File: src/rtl/ps2_command_sequencer.sv
// PS/2 host-to-keyboard command sequencer: sends 1-2 byte commands, waits for
// ACK (FA), resends on FE/timeout, pulses cmd_done or cmd_error.
// Ports: clock/reset; cmd_* request; tx_* to byte transmitter;
// ps2_keycode/ps2_recive_flag/ps2_clear_keycode receive path;
// pass_enable grants the receive path to the XT converter.
module ps2_command_sequencer #(
  parameter int TIMEOUT_CYCLES = 50000,
  parameter int MAX_RETRY      = 3
) (
  input  logic       clock,
  input  logic       reset,
  input  logic       cmd_valid,
  input  logic       cmd_two_byte,
  input  logic [7:0] cmd_byte0,
  input  logic [7:0] cmd_byte1,
  output logic       cmd_ready,
  output logic [7:0] tx_data,
  output logic       tx_start,
  input  logic       tx_busy,
  input  logic [7:0] ps2_keycode,
  input  logic       ps2_recive_flag,
  output logic       ps2_clear_keycode,
  output logic       pass_enable,
  output logic       cmd_done,
  output logic       cmd_error
);

  localparam int RW = $clog2(MAX_RETRY + 2);

  typedef enum logic [2:0] {
    IDLE, SEND, WAIT_TX, WAIT_ACK, RETRY, NEXT, DONE, ERROR
  } state_t;

  state_t        state, state_d;
  logic [7:0]    b0, b0_d, b1, b1_d;
  logic          two, two_d, sel, sel_d;
  logic [RW-1:0] retry, retry_d;
  logic [16:0]   tout, tout_d;
  logic          seen, seen_d, flag_q;
  logic [7:0]    tx_data_d;
  logic          tx_start_d, clear_d, done_d, error_d;
  logic          rise;

  assign rise        = ps2_recive_flag & ~flag_q;
  assign cmd_ready   = (state == IDLE);
  assign pass_enable = (state == IDLE);

  always_ff @(negedge clock or posedge reset) begin
    if (reset) begin
      state             <= IDLE;
      b0                <= 8'h00;
      b1                <= 8'h00;
      two               <= 1'b0;
      sel               <= 1'b0;
      retry             <= '0;
      tout              <= '0;
      seen              <= 1'b0;
      flag_q            <= 1'b0;
      tx_data           <= 8'h00;
      tx_start          <= 1'b0;
      ps2_clear_keycode <= 1'b0;
      cmd_done          <= 1'b0;
      cmd_error         <= 1'b0;
    end else begin
      state             <= state_d;
      b0                <= b0_d;
      b1                <= b1_d;
      two               <= two_d;
      sel               <= sel_d;
      retry             <= retry_d;
      tout              <= tout_d;
      seen              <= seen_d;
      flag_q            <= ps2_recive_flag;
      tx_data           <= tx_data_d;
      tx_start          <= tx_start_d;
      ps2_clear_keycode <= clear_d;
      cmd_done          <= done_d;
      cmd_error         <= error_d;
    end
  end

  always_comb begin
    state_d    = state;
    b0_d       = b0;
    b1_d       = b1;
    two_d      = two;
    sel_d      = sel;
    retry_d    = retry;
    tout_d     = tout;
    seen_d     = seen;
    tx_data_d  = tx_data;
    tx_start_d = 1'b0;
    clear_d    = 1'b0;
    done_d     = 1'b0;
    error_d    = 1'b0;
    unique case (state)
      IDLE: begin
        if (cmd_valid) begin
          b0_d    = cmd_byte0;
          b1_d    = cmd_byte1;
          two_d   = cmd_two_byte;
          sel_d   = 1'b0;
          retry_d = '0;
          state_d = SEND;
        end
      end
      SEND: begin
        if (!tx_busy) begin
          tx_data_d  = sel ? b1 : b0;
          tx_start_d = 1'b1;
          seen_d     = 1'b0;
          state_d    = WAIT_TX;
        end
      end
      WAIT_TX: begin
        // completion is the falling edge of busy, not merely busy low
        if (tx_busy) begin
          seen_d = 1'b1;
        end else if (seen) begin
          tout_d  = 17'(TIMEOUT_CYCLES);
          state_d = WAIT_ACK;
        end
      end
      WAIT_ACK: begin
        if (tout != '0) tout_d = tout - 17'd1;
        // a response in the expiring cycle wins over the timeout
        if (rise) begin
          clear_d = 1'b1;
          if (ps2_keycode == 8'hFA) state_d = NEXT;
          else if (ps2_keycode == 8'hFE) state_d = RETRY;
        end else if (tout == '0) begin
          state_d = RETRY;
        end
      end
      RETRY: begin
        if (retry == RW'(MAX_RETRY)) begin
          state_d = ERROR;
        end else begin
          retry_d = retry + 1'b1;
          state_d = SEND;
        end
      end
      NEXT: begin
        if (!sel && two) begin
          sel_d   = 1'b1;
          retry_d = '0;
          state_d = SEND;
        end else begin
          state_d = DONE;
        end
      end
      DONE: begin
        done_d  = 1'b1;
        state_d = IDLE;
      end
      ERROR: begin
        error_d = 1'b1;
        state_d = IDLE;
      end
      default: state_d = IDLE;
    endcase
  end

endmodule
File: config.mk
export PLATFORM = sky130hd
export DESIGN_NAME = ps2_command_sequencer
export DESIGN_NICKNAME = d
export VERILOG_FILES = /design/src/rtl/ps2_command_sequencer.sv
export SDC_FILE = /design/constraint.sdc
export NUM_CORES = 1
export LEC_CHECK = 0
export CAP_MARGIN = 20
export CORE_UTILIZATION = 57
export DETAILED_ROUTE_END_ITERATION = 7
export PLACE_DENSITY = 0.84
export SLEW_MARGIN = 25
export SYNTH_ARGS = -nofsm -noshare
export SYNTH_HDL_FRONTEND = slang
export SYNTH_SLANG_ARGS = --single-unit
export TNS_END_PERCENT = 30
File: constraint.sdc
create_clock -name clock -period 4.9 [get_ports clock]
set_clock_uncertainty 0.05 [all_clocks]
set_input_delay 0.735 -clock clock [delete_from_list [all_inputs] [get_ports clock]]
set_output_delay 0.735 -clock clock [all_outputs]
set_load 0.1 [all_outputs]
=== After elaboration in Yosys (flattened, before gate mapping) ===
Cells that the tools add are included.

* Register bits after elaboration: 55
* Input port bits: 30
* Output and inout bits: 14
* Word-level logic and storage cells: 88

* Add/subtract/negate cells: 2
* Equality and inequality tests: 20
* Mux-type cells: 32
* Bitwise gates (word level): 3
* Reduce and logical (&&, ||, !) cells: 17

{| class="wikitable"
|+ Operators with widths
! kind !! number
|-
| 2-to-1 mux 17 bit || 3
|-
| 2-to-1 mux 3 bit || 13
|-
| case mux 17 bit (2 select lines) || 1
|-
| case mux 3 bit (7 select lines) || 1
|-
| zero test 17 bit || 1
|-
| nonzero test 17 bit || 1
|-
| subtractor 17 x 1 -> 17 bit, second input constant || 1
|-
| equality test 8 bit, second input constant || 2
|-
| != test 2 bit, second input constant || 8
|-
| equality test 3 bit, second input constant || 4
|-
| 2-to-1 mux 1 bit || 10
|-
| equality test 3 x 2 -> 1 bit, second input constant || 3
|-
| case mux 3 bit (3 select lines) || 1
|-
| 2-to-1 mux 8 bit || 1
|-
| AND reduction 4 bit || 2
|-
| AND reduction 3 bit || 2
|-
| AND reduction 6 bit || 1
|-
| nonzero test 2 bit || 3
|-
| != test 4 bit, second input constant || 1
|-
| case mux 1 bit (2 select lines) || 2
|-
| AND reduction 2 bit || 2
|-
| adder 3 x 1 -> 3 bit, second input constant || 1
|-
| equality test 3 x 1 -> 1 bit, second input constant || 1
|-
| zero test 3 bit || 1
|-
| other kinds (7) || 8
|}

=== Logic depth before layout (Yosys ltp) ===
* Depth after elaboration: 5
* Mapped depth: 9
* Depth with buffers taken out: 7

==> out/results.txt <==
Fin worst setup slack = 0.235 ns
Final slew viol count = 0
Unrepaired setup endpoints after global routing = false
Tot Pwr = 2.19 mW
Clock latency on the worst-skew pair = 0.31 ns
Post-CTS Setup Bufs = 0
Post-synthesis compound-gate area fraction = 0.117
Failing checks = DRC
Synth warn = 0
WP data arrival = 2.50 ns
Crit path kind = input port to flop
Via count = 2,126
Synth Area in Adders = 0.0185
Max cap viols = 0
Final setup viols = 0
Leak Pwr = 1.49 nW
Pre-CTS setup slack = -0.0723 ns
WL final = 5550 um
Final Hold Vio Count = 0
Most frequent cells after synthesis = dfrtn_1, nor2_1, mux2_2
Num CTS Buffers = 5
Max incr delay on CP = 0.46 ns
DR WL/cell = 15.4 um
First-pass GRT wire length = 9320 um
Ratio of cells with drive above 1 in the final layout = 0.246
Total core area = 0.00447 mm^2
Cell area after placement = 0.00329 mm^2
Sink Count = 55
# resized after CTS = 0
DRT iter0 DRCs = 161
Largest net degree at the start of global routing = 23
Initial antenna violation count = 0
Total gr overflow = 0
CP max stage cell = clkdlybuf4s50_1
FP Rows = 24
Worst vdd ir = 399 uV
Slew @ Worst Pin = 0.550 ns
Total GRT Usage = 0.240
Largest family of logic cells by synthesized area = simple AND/OR/NAND/NOR gates
CTS tree = built
Vias in the first global route = 2,118
Ranking of synthesized cells by area = dfrtn_1, mux2_2, nor2_1
CP Cell Sequence = clkdlybuf4s50_1 -> and2b_1 -> o2111a_1 -> o211ai_2 -> or4_1 -> a21oi_1
Die ar. = 0.00504 mm^2
DRC violations left = 4
Drt pass-1 iters = 6
Hold Crit Class = flop to flop
Synth async-reset ratio = 1.00
Top cell type by total area after synthesis = dfrtn_1
GP Congestion = 0.838
H-tree depth = 2
I/O pins = 44
Worst setup SP type = input port
Synth Area per Inst = 10.7 um^2
Syn nets = 287
Clock Tree Buf Depth = 2
Top delay family on crit path = simple AND/OR/NAND/NOR gates
Initial Utilization = 0.606
Crit path capture type = flop
Slew headroom = 0.633
Final instance area = 0.00338 mm^2
Final nets = 342
Post-synth EDFFs = 0
Mapped Cells = 253
Top FF cell, synth = dfrtn_1
Placed cells = 353
Sequential area share after synthesis = 0.507
Critical Path RT = 2.74 ns
Crit-path max FO = 5
PwrDens = 649 mW/mm^2
Status = complete, but fails checks
Post-route insts no fill = 361
Syn-to-layout area delta = 24.6%
Die W = 71.0 um
Crit path buf inv count = 1
Post-synthesis mux area share = 0.108
Synth Register Bits = 55
Most numerous cell in the Yosys netlist = dfrtn_1
Vias per cell = 5.89
Root Buffer = clkbuf_8
CTS Hold Bufs = 0
Xor/xnor share of the synthesized area = 0.0226
N_diodes = 0
Clock slew at reported path FFs = 0.07 ns
Simple-gate share of the synthesized area = 0.193
Post-DRT Antenna Nets = 0
Input/output buffers = 43
Mapped cell area = 0.00271 mm^2
Die height = 71.0 um
Cell variety after synth = 53
Post-synth top area share = 0.507
Dpl hpwl = 4130 um
[layout by cell type, fill, tap and decap left out, types with 2 or more instances in the layout]
master	netlist	routed
or4_4	2	2
xor2_1	6	6
nand2_1	18	18
buf_4	2	26
or3_2	2	2
o21a_1	2	2
nand2b_1	2	2
mux2_2	19	19
o21ai_0	8	8
or3_1	5	5
and3_2	2	2
nor2b_1	2	2
nand3_1	7	7
nor3b_1	2	2
buf_12	0	4
nor3_1	3	2
dfrtn_1	55	55
clkbuf_8	0	5
o31ai_1	5	5
nand4_1	3	3
and2_1	2	2
nor4_1	5	5
ha_1	4	4
nor2_1	26	26
inv_1	7	6
clkdlybuf4s50_1	0	29
or4_1	4	4
o211ai_1	3	3
mux2i_1	8	8
a21oi_1	14	14
or4_2	3	3
[stage by stage]
stage / setup TNS (ns) / hold WS (ns) / utilization
after global routing: 0 / 0.417 / 0.756
after CTS: 0 / 0.406 / 0.756
after global placement: -0.0119 / 0.399 / 0.735
after detailed placement: -0.330 / 0.405 / 0.735
final: 0 / 0.401 / 0.756
after floorplan: -0.00275 / 0.385 / -
[area by class of cell]
type / instances / area, um^2
Sequential cell: 55 / 1380
Multi-Input combinational cell: 180 / 1260
Fill cell: 311 / 1090
Timing Repair Buffer: 59 / 566
Clock buffer: 5 / 68.8
Tap cell: 52 / 65.1
Inverter: 7 / 26.3
Clock inverter: 3 / 22.5
[metal layers]
layer	vias to the layer above	wire, um	global-route usage	part of all wire
li1	1023	-	-	-
met1	1051	2490	0.297	0.45
met2	47	2810	0.420	0.51
met3	5	204	0.0484	0.037
met4	0	51	0.0844	0.0092
met5	-	0	0	0
[report_power, final]
part           switching [mW]  internal [mW]
logic                   0.708          0.426
registers               0.151          0.650
clock network           0.154          0.103
total                    1.01           1.18
[worst reg2reg max path, stage by stage, from the launching register on]
cell,delay (ns)
dfrtn_1,0.39
inv_1,0.12
ha_1,0.18
or4b_2,0.60
nor4_1,0.40
o311ai_1,0.24
o21ai_0,0.20
o31ai_1,0.09
[registers in the layout, summed over array words and instances, names as in the netlist, 3 cells and up]
register and count:
tout 17, tx_data 8, state 3, b1 8, retry 3, b0 8
[logic make-up (layout without fill, tap and decap cells)]
| group | count (synthesis) | after routing |
|---|---|---|
| buffers and inverters | 18 | 74 |
| adders and majority gates | 4 | 4 |
| DFF | 55 | 55 |
| xor gates and xnor gates | 7 | 7 |
| and+or+nand+nor | 96 | 96 |
| muxes | 27 | 27 |
| AOI/OAI and AO/OA | 46 | 46 |
[worst paths after layout]
| path | from | endpoint | slack [ns] | cells past startpoint |
|---|---|---|---|---|
| min | b0[4] | b0[4] | 0.40 | 1 |
| max | tx_busy | tout[13] | 0.24 | 6 |
| max in group asynchronous | reset | tout[1] | 1.17 | 3 |
| min reg2reg | b0[4] | b0[4] | 0.40 | 1 |
| max reg2reg | tout[0] | state[0] | 2.46 | 7 |
| min in group asynchronous | reset | tx_data[0] | 3.04 | 2 |
Note: power is estimated with default switching activity, not from simulation.
